**src/rtl/mem_read_arbiter.sv**
```systemverilog
// -----------------------------------------------------------------------------
// mem_read_arbiter
//   Shares one AXI4-Lite style memory read port between instruction fetch (im)
//   and the load path (dm). Only one transaction is outstanding at a time.
//   When both requesters are valid in IDLE, the one that did not win last time
//   is granted (round-robin). The response is routed to the granted requester.
//
// Ports
//   clk, rstn                 clock, synchronous active-low reset
//   i_im_* / o_im_*           fetch read channel (AR + R)
//   i_dm_* / o_dm_*           load read channel (AR + R)
//   o_mem_* / i_mem_*         unified memory read port (AR + R)
//   o_mem_arprot              bit2 = instruction access, bits1:0 = 0
//   o_grant                   current owner, 0 = fetch, 1 = load
// -----------------------------------------------------------------------------
module mem_read_arbiter #(
   parameter int XLEN = 32
) (
   input  logic            clk,
   input  logic            rstn,

   input  logic            i_im_arvalid,
   output logic            o_im_arready,
   input  logic [XLEN-1:0] i_im_araddr,
   output logic            o_im_rvalid,
   input  logic            i_im_rready,
   output logic [XLEN-1:0] o_im_rdata,
   output logic [1:0]      o_im_rresp,

   input  logic            i_dm_arvalid,
   output logic            o_dm_arready,
   input  logic [XLEN-1:0] i_dm_araddr,
   output logic            o_dm_rvalid,
   input  logic            i_dm_rready,
   output logic [XLEN-1:0] o_dm_rdata,
   output logic [1:0]      o_dm_rresp,

   output logic            o_mem_arvalid,
   input  logic            i_mem_arready,
   output logic [XLEN-1:0] o_mem_araddr,
   output logic [2:0]      o_mem_arprot,
   input  logic            i_mem_rvalid,
   output logic            o_mem_rready,
   input  logic [XLEN-1:0] i_mem_rdata,
   input  logic [1:0]      i_mem_rresp,

   output logic            o_grant
);

   typedef enum logic [1:0] {
      IDLE = 2'd0,
      ADDR = 2'd1,
      DATA = 2'd2
   } state_e;

   state_e          state_q;
   logic            grant_q;
   logic            last_grant_q;
   logic [XLEN-1:0] addr_q;
   logic [2:0]      prot_q;

   logic idle_ok;
   logic pick_dm;
   logic accept;
   logic in_data;

   // Arbitration is only live in IDLE and outside reset, so no requester ever
   // sees arready while a transaction is outstanding or while being reset.
   assign idle_ok = rstn && (state_q == IDLE);

   // Load wins when it is the only requester, or on a tie when fetch won last.
   assign pick_dm = i_dm_arvalid && (!i_im_arvalid || !last_grant_q);
   assign accept  = idle_ok && (i_im_arvalid || i_dm_arvalid);

   assign o_im_arready = idle_ok && i_im_arvalid && !pick_dm;
   assign o_dm_arready = idle_ok && pick_dm;

   // NOTE: sequential state uses non-blocking assignments only, so every
   // register samples the pre-edge value of every other register.
   always_ff @(posedge clk) begin
      if (!rstn) begin
         state_q      <= IDLE;
         grant_q      <= 1'b0;
         last_grant_q <= 1'b1;  // fetch wins the first tie after reset
         addr_q       <= '0;
         prot_q       <= 3'b000;
      end else begin
         case (state_q)
            IDLE: begin
               if (accept) begin
                  addr_q       <= pick_dm ? i_dm_araddr : i_im_araddr;
                  prot_q       <= {~pick_dm, 2'b00};
                  grant_q      <= pick_dm;
                  last_grant_q <= pick_dm;
                  state_q      <= ADDR;
               end
            end
            ADDR: begin
               if (i_mem_arready) state_q <= DATA;
            end
            DATA: begin
               if (i_mem_rvalid && o_mem_rready) state_q <= IDLE;
            end
            default: state_q <= IDLE;
         endcase
      end
   end

   // Address channel comes straight from the captured registers, so later
   // changes on the requester address inputs cannot disturb it.
   assign o_mem_arvalid = (state_q == ADDR);
   assign o_mem_araddr  = addr_q;
   assign o_mem_arprot  = prot_q;

   // Read data path is purely combinational: zero added latency.
   assign in_data      = (state_q == DATA);
   assign o_mem_rready = in_data && (grant_q ? i_dm_rready : i_im_rready);

   assign o_im_rvalid = in_data && !grant_q && i_mem_rvalid;
   assign o_dm_rvalid = in_data &&  grant_q && i_mem_rvalid;

   // Data and response are broadcast; rvalid alone qualifies them per port.
   assign o_im_rdata = i_mem_rdata;
   assign o_im_rresp = i_mem_rresp;
   assign o_dm_rdata = i_mem_rdata;
   assign o_dm_rresp = i_mem_rresp;

   assign o_grant = grant_q;

endmodule

```
**config.mk**
```make
export PLATFORM = sky130hd
export DESIGN_NAME = mem_read_arbiter
export DESIGN_NICKNAME = d
export VERILOG_FILES = /design/src/rtl/mem_read_arbiter.sv
export SDC_FILE = /design/constraint.sdc
export NUM_CORES = 1
export LEC_CHECK = 0
export ABC_AREA = 1
export CAP_MARGIN = 10
export CORE_ASPECT_RATIO = 1.4
export CORE_MARGIN = 1.5
export CORE_UTILIZATION = 32
export CTS_CLUSTER_DIAMETER = 120
export DETAILED_ROUTE_END_ITERATION = 7
export PLACE_DENSITY = 0.79
export SYNTH_ARGS = -nofsm -noshare
export SYNTH_HDL_FRONTEND = slang
export SYNTH_SLANG_ARGS = --single-unit
```
**constraint.sdc**
```tcl
create_clock -name clk -period 1.6 [get_ports clk]
set_input_delay 0.24 -clock clk [delete_from_list [all_inputs] [get_ports clk]]
set_output_delay 0.24 -clock clk [all_outputs]
set_load 0.01 [all_outputs]
```
After elaboration in Yosys (flattened, before gate mapping)
Index checks and enable logic that the tools add are counted.
{"block": "totals", "ff_bits": 37, "wordCells": 38, "input_bits": 106}
{"block": "op_classes", "eq_ne": 5, "mux": 6, "n_reduce_logical": 21, "n_bitwise": 1}
{"cell": "2-to-1 mux 32 bit", "n": 1}
{"cell": "logical AND 1 bit", "n": 12}
{"cell": "2-to-1 mux 2 bit", "n": 3}
{"cell": "case mux 2 bit (3 select lines)", "n": 1}
{"cell": "logical NOT 1 bit", "n": 4}
{"cell": "!= test 2 x 1 -> 1 bit, second input constant", "n": 2}
{"cell": "AND reduction 3 bit", "n": 1}
{"cell": "== test 2 x 1 -> 1 bit, second input constant", "n": 1}
{"cell": "== test 2 bit, second input constant", "n": 1}
{"cell": "logical NOT 2 bit", "n": 1}
{"cell": "logical OR 1 bit", "n": 2}
{"cell": "!= test 2 bit, second input constant", "n": 1}
{"cell": "AND reduction 2 bit", "n": 1}
{"cell": "2-to-1 mux 1 bit", "n": 1}
{"cell": "NOT 1 bit", "n": 1}

Logic depth before layout (Yosys ltp)
{"block": "logic_depth", "ltp_word": 5, "ltp_mapped": 8, "ltp_nobuf": 6}

Least setup slack after synthesis
OpenSTA, ideal clock, no wires.
{"block": "synth_path", "path_kind": "flip-flop to output port", "start": "register state_q[1]", "end": "output port o_im_arready", "setup_slack_ns": 0.371, "t_arrival_ns": 0.989, "stages_incl_launch_ff": 7, "n_path_buf": 1, "cell_sequence": "dfxtp_1 -> nor2_4 -> nand2_4 -> nor2_4 -> buf_6 -> nand2_4 -> inv_1"}
{"block": "synth_via", "elab_chain_cells": 4}
{"item": "start, declared", "line": "56", "text": "state_e state_q;"}
{"item": "start signal, assigned", "line": "82", "text": "state_q <= IDLE;"}
{"item": "start signal, assigned", "line": "95", "text": "state_q <= ADDR;"}
{"item": "start signal, assigned", "line": "99", "text": "if (i_mem_arready) state_q <= DATA;"}
{"item": "logical NOT 2 bit", "line": "69", "text": "assign idle_ok = rstn && (state_q == IDLE);"}
{"item": "logical AND 1 bit", "line": "69"}
{"item": "logical AND 1 bit (2 in a row)", "line": "75", "text": "assign o_im_arready = idle_ok && i_im_arvalid && !pick_dm;"}
{"item": "end, declared", "line": "23", "text": "output logic o_im_arready,"}
No other way between the ends.

Worst setup path in the final report
{"block": "layout_path", "start": "register state_q[1]", "end": "output port o_dm_rvalid"}
{"block": "layout_via", "elab_chain_cells": 3}
{"item": "== test 2 bit", "line": "116", "text": "assign in_data = (state_q == DATA);"}
{"item": "logical AND 1 bit (2 in a row)", "line": "120", "text": "assign o_dm_rvalid = in_data && grant_q && i_mem_rvalid;"}
{"item": "end, declared", "line": "33", "text": "output logic o_dm_rvalid,"}
No other way between the ends.

==> metrics.md <==
| Metric | Value |
|---|---|
| Critical Path RT | `1.36 ns` |
| Total GRT Usage | `16.15%` |
| Avg Cell Area, Syn | `6.401 sq um` |
| PwrDens | `820.0 nW/um^2` |
| Pre-Repair DR Iteration Count | `4` |
| Clock transition at path regs | `0.07 ns` |
| Inst Count DP | `532` |
| Max Cap Violations | `0` |
| Hold endpoint | `o_mem_araddr[15]$_SDFFE_PN0P_` |
| Placed inst area | `3227 sq um` |
| DRT iter0 DRCs | `61` |
| Yosys cell types | `19` |
| Worst Path Max Fanout | `4` |
| CTS Hold Bufs | `0` |
| Cell area after layout | `3331 sq um` |
| Design Power | `2.731 mW` |
| Total Wirelength | `6679 microns` |
| Commonest non-fill, non-tap cell in the layout | `nand2_1` |
| Status | `finished, final reports clean` |
| Width of the chip | `78.22 microns` |
| P_sw | `0.7789 mW` |
| Clk sink count | `37` |
| Hold Vio Cnt, Final | `0` |
| Seq/Total Area, Yosys | `29.22%` |
| Worst-Skew Late Latency | `0.30 ns` |
| CTS tree | `yes` |
| Htree depth | `2` |
| CP peak stage delay | `0.39 ns` |
| Worst path slowest cell | `dfxtp_1` |
| Commonest cells after routing, fill and taps aside | `nand2_1, clkdlybuf4s50_1, nor2_1` |
| Cell family with most CP delay | `flip-flops` |
| Final max-slew violation count | `0` |
| Setup Skew | `0.005328 ns` |
| Hold WC Path Type | `flip-flop to flip-flop` |
| VDD IR-drop max | `0.4500 mV` |
| DRC | `0` |
| Worst hold stages | `2` |
| Die Area | `8472 sq um` |
| Fin Hold WS | `0.4620 ns` |
| Vias in the first global route | `2245` |
| Crit share post-route | `90.82%` |
| Initial antenna violation count | `0` |
| Setup crit end kind | `output pin` |
| R2r setup slk | `0.20 ns` |
| Largest net degree at the start of global routing | `34` |
| Crit path buf inv count | `1` |
| Die height | `108.3 microns` |
| Comb pwr share | `30.2%` |
| Io pins | `216` |
| Crit-path cells | `nand2_1, nor3_1, dlygate4sd2_1` |
| Hold Path Origin | `o_mem_araddr[15]$_SDFFE_PN0P_` |
| Post-DP HPWL | `4945 microns` |
| Max Clk Rate | `688.2 MHz` |
| Initial Util | `32.91%` |
| Post-CTS Setup Bufs | `0` |
| Ys Warns | `0` |
| Area growth, synth to finish | `31.39%` |
| Layout cells sized above 1 | `7.955%` |
| Via count | `2331` |
| # rows | `38` |
| R2R Path Start | `state_q[1]$_SDFFE_PN0P_` |
| Ant diodes | `0` |
| Placeable Area | `7702 sq um` |
| Post-Synthesis Cells | `396` |
| CTS Root Cell | `clkbuf_8` |
| NumNets Final | `545` |
| Filler-free cell count of the finished design | `540` |
| First-pass GRT wire length | `10490 microns` |
| Clock power share | `31.3%` |
| Sw Share | `28.52%` |
| R2R depth | `7` |
| Critical path type | `flip-flop to output pin` |
| Synth Register Bits | `37` |
| Multi-input gate area | `1011 sq um` |
| Via density | `4.317` |
| Sequential power share | `38.5%` |
| Setup Viol. Count Final | `0` |
| Arr. time, crit path | `1.21 ns` |
| Leakage | `1.547 nW` |
| Final antenna-violating net count | `0` |
| RSZ-0062 raised after global routing | `no` |
| Final-layout fill cell count | `819` |
| Mapped cell area | `2535 sq um` |
| Clock buffer count from CTS | `5` |
| P_int | `1.952 mW` |
| Critical path launch point type | `flip-flop` |
| Fin crit period | `1.453 ns` |
| TNS Setup | `0 ns` |
| Number of buffers added on ports | `111` |
| R2r endpoint | `o_mem_araddr[31]$_SDFFE_PN0P_` |
| Clock buffer depth | `2` |
| Area occupied by registers | `742.0 sq um` |
| GRT overflow | `0` |
| Routed len/inst | `12.37 microns` |
| RePlAce Congestion | `0.7612` |
[area by class of cell]
type,instances,area share [%]
tap,100,3.757
inverter,35,3.944
clock buffer,7,2.592
clock inverter,1,0.9016
timing repair buffer,124,36.18
sequential,37,22.28
multi-input combinational,236,30.35
[layer usage]
layer  vias to the layer above  track usage (%)  routed length, microns
met5                         -                0                       0
met4                         0            15.18                     558
met3                        53            4.304                     599
met2                       101            27.95                    3110
met1                       980            15.33                    2410
li1                       1197                -                       -
[cells in the mapped netlist]
cell | count | area, sq um
nor2_1 | 43 | 161.4
conb_1 | 1 | 3.750
nor2_4 | 2 | 22.52
nand2_4 | 2 | 22.52
clkbuf_1 | 2 | 7.510
a21oi_2 | 4 | 35.03
nor3_1 | 2 | 10.01
a21oi_1 | 17 | 85.08
inv_1 | 35 | 131.4
nor2_2 | 1 | 6.260
buf_6 | 4 | 45.04
nand3_4 | 1 | 17.52
buf_2 | 6 | 30.03
o21ai_0 | 1 | 5.000
nand3_1 | 20 | 100.1
o21bai_1 | 1 | 7.510
buf_4 | 77 | 578.1
dfxtp_1 | 37 | 740.7
nand2_1 | 140 | 525.5
[worst max path at each step]
stage | from | endpoint | depth (start not counted) | slack (ns)
after floorplan | state_q[1]$_SDFFE_PN0P_ | o_im_arready | 6 | 0.37
after global placement | i_dm_arvalid | o_dm_arready | 4 | -0.36
after detailed placement | i_dm_arvalid | o_dm_arready | 4 | -0.37
after CTS | state_q[1]$_SDFFE_PN0P_ | o_im_arready | 6 | 0.02
after global routing | state_q[1]$_SDFFE_PN0P_ | o_im_rvalid | 3 | 0.04
final | state_q[1]$_SDFFE_PN0P_ | o_dm_rvalid | 3 | 0.15
[per-stage QoR]
stage / worst slack, ns / util [%]
final: 0.1469 / 43.24
after global routing: 0.03603 / 43.24
after CTS: 0.01898 / 43.37
after detailed placement: -0.3723 / 41.89
after global placement: -0.3575 / 41.89
after floorplan: 0.3714 / -
[kinds of logic (layout without fill, tap and decap cells)]
| kind of cell | after synthesis | in the layout | synth area share, % |
|---|---|---|---|
| simple gates | 211 | 211 | 34.16 |
| buf+inv | 124 | 167 | 31.24 |
| flops | 37 | 37 | 29.22 |
| compound gates | 23 | 23 | 5.232 |
| other cells | 1 | 2 | 0.1479 |
[sequential cells by signal, summed over array words and instances, names as in the netlist]
register / flops
last_grant_q: 1
o_grant: 1
o_mem_araddr: 32
o_mem_arprot: 1
state_q: 2
[worst register-to-register path, cell delays in order (launching register included)]
cell     delay [ns]
dfxtp_1        0.34
nor2_4         0.14
nand2_4        0.07
nor2_4         0.11
buf_4          0.37
nand2_1        0.11
nor2_1         0.11
nor2_1         0.05
[what timing repair did]
item	4_1_cts	5_1_grt
endpoints found under the setup margin	6	2
cloned	0	0
resized for setup	11	2
[power by group through the flow]
stage               combinational (mW)  sequential (mW)  clock [mW]
finish                           0.826             1.05       0.854
global route                     0.918             1.06       0.943
CTS                              0.839             1.05       0.898
detailed placement               0.840             1.07           0
global placement                 0.828             1.07           0
floorplan                        0.562             1.10           0
Note: power is estimated with default switching activity, not from simulation.
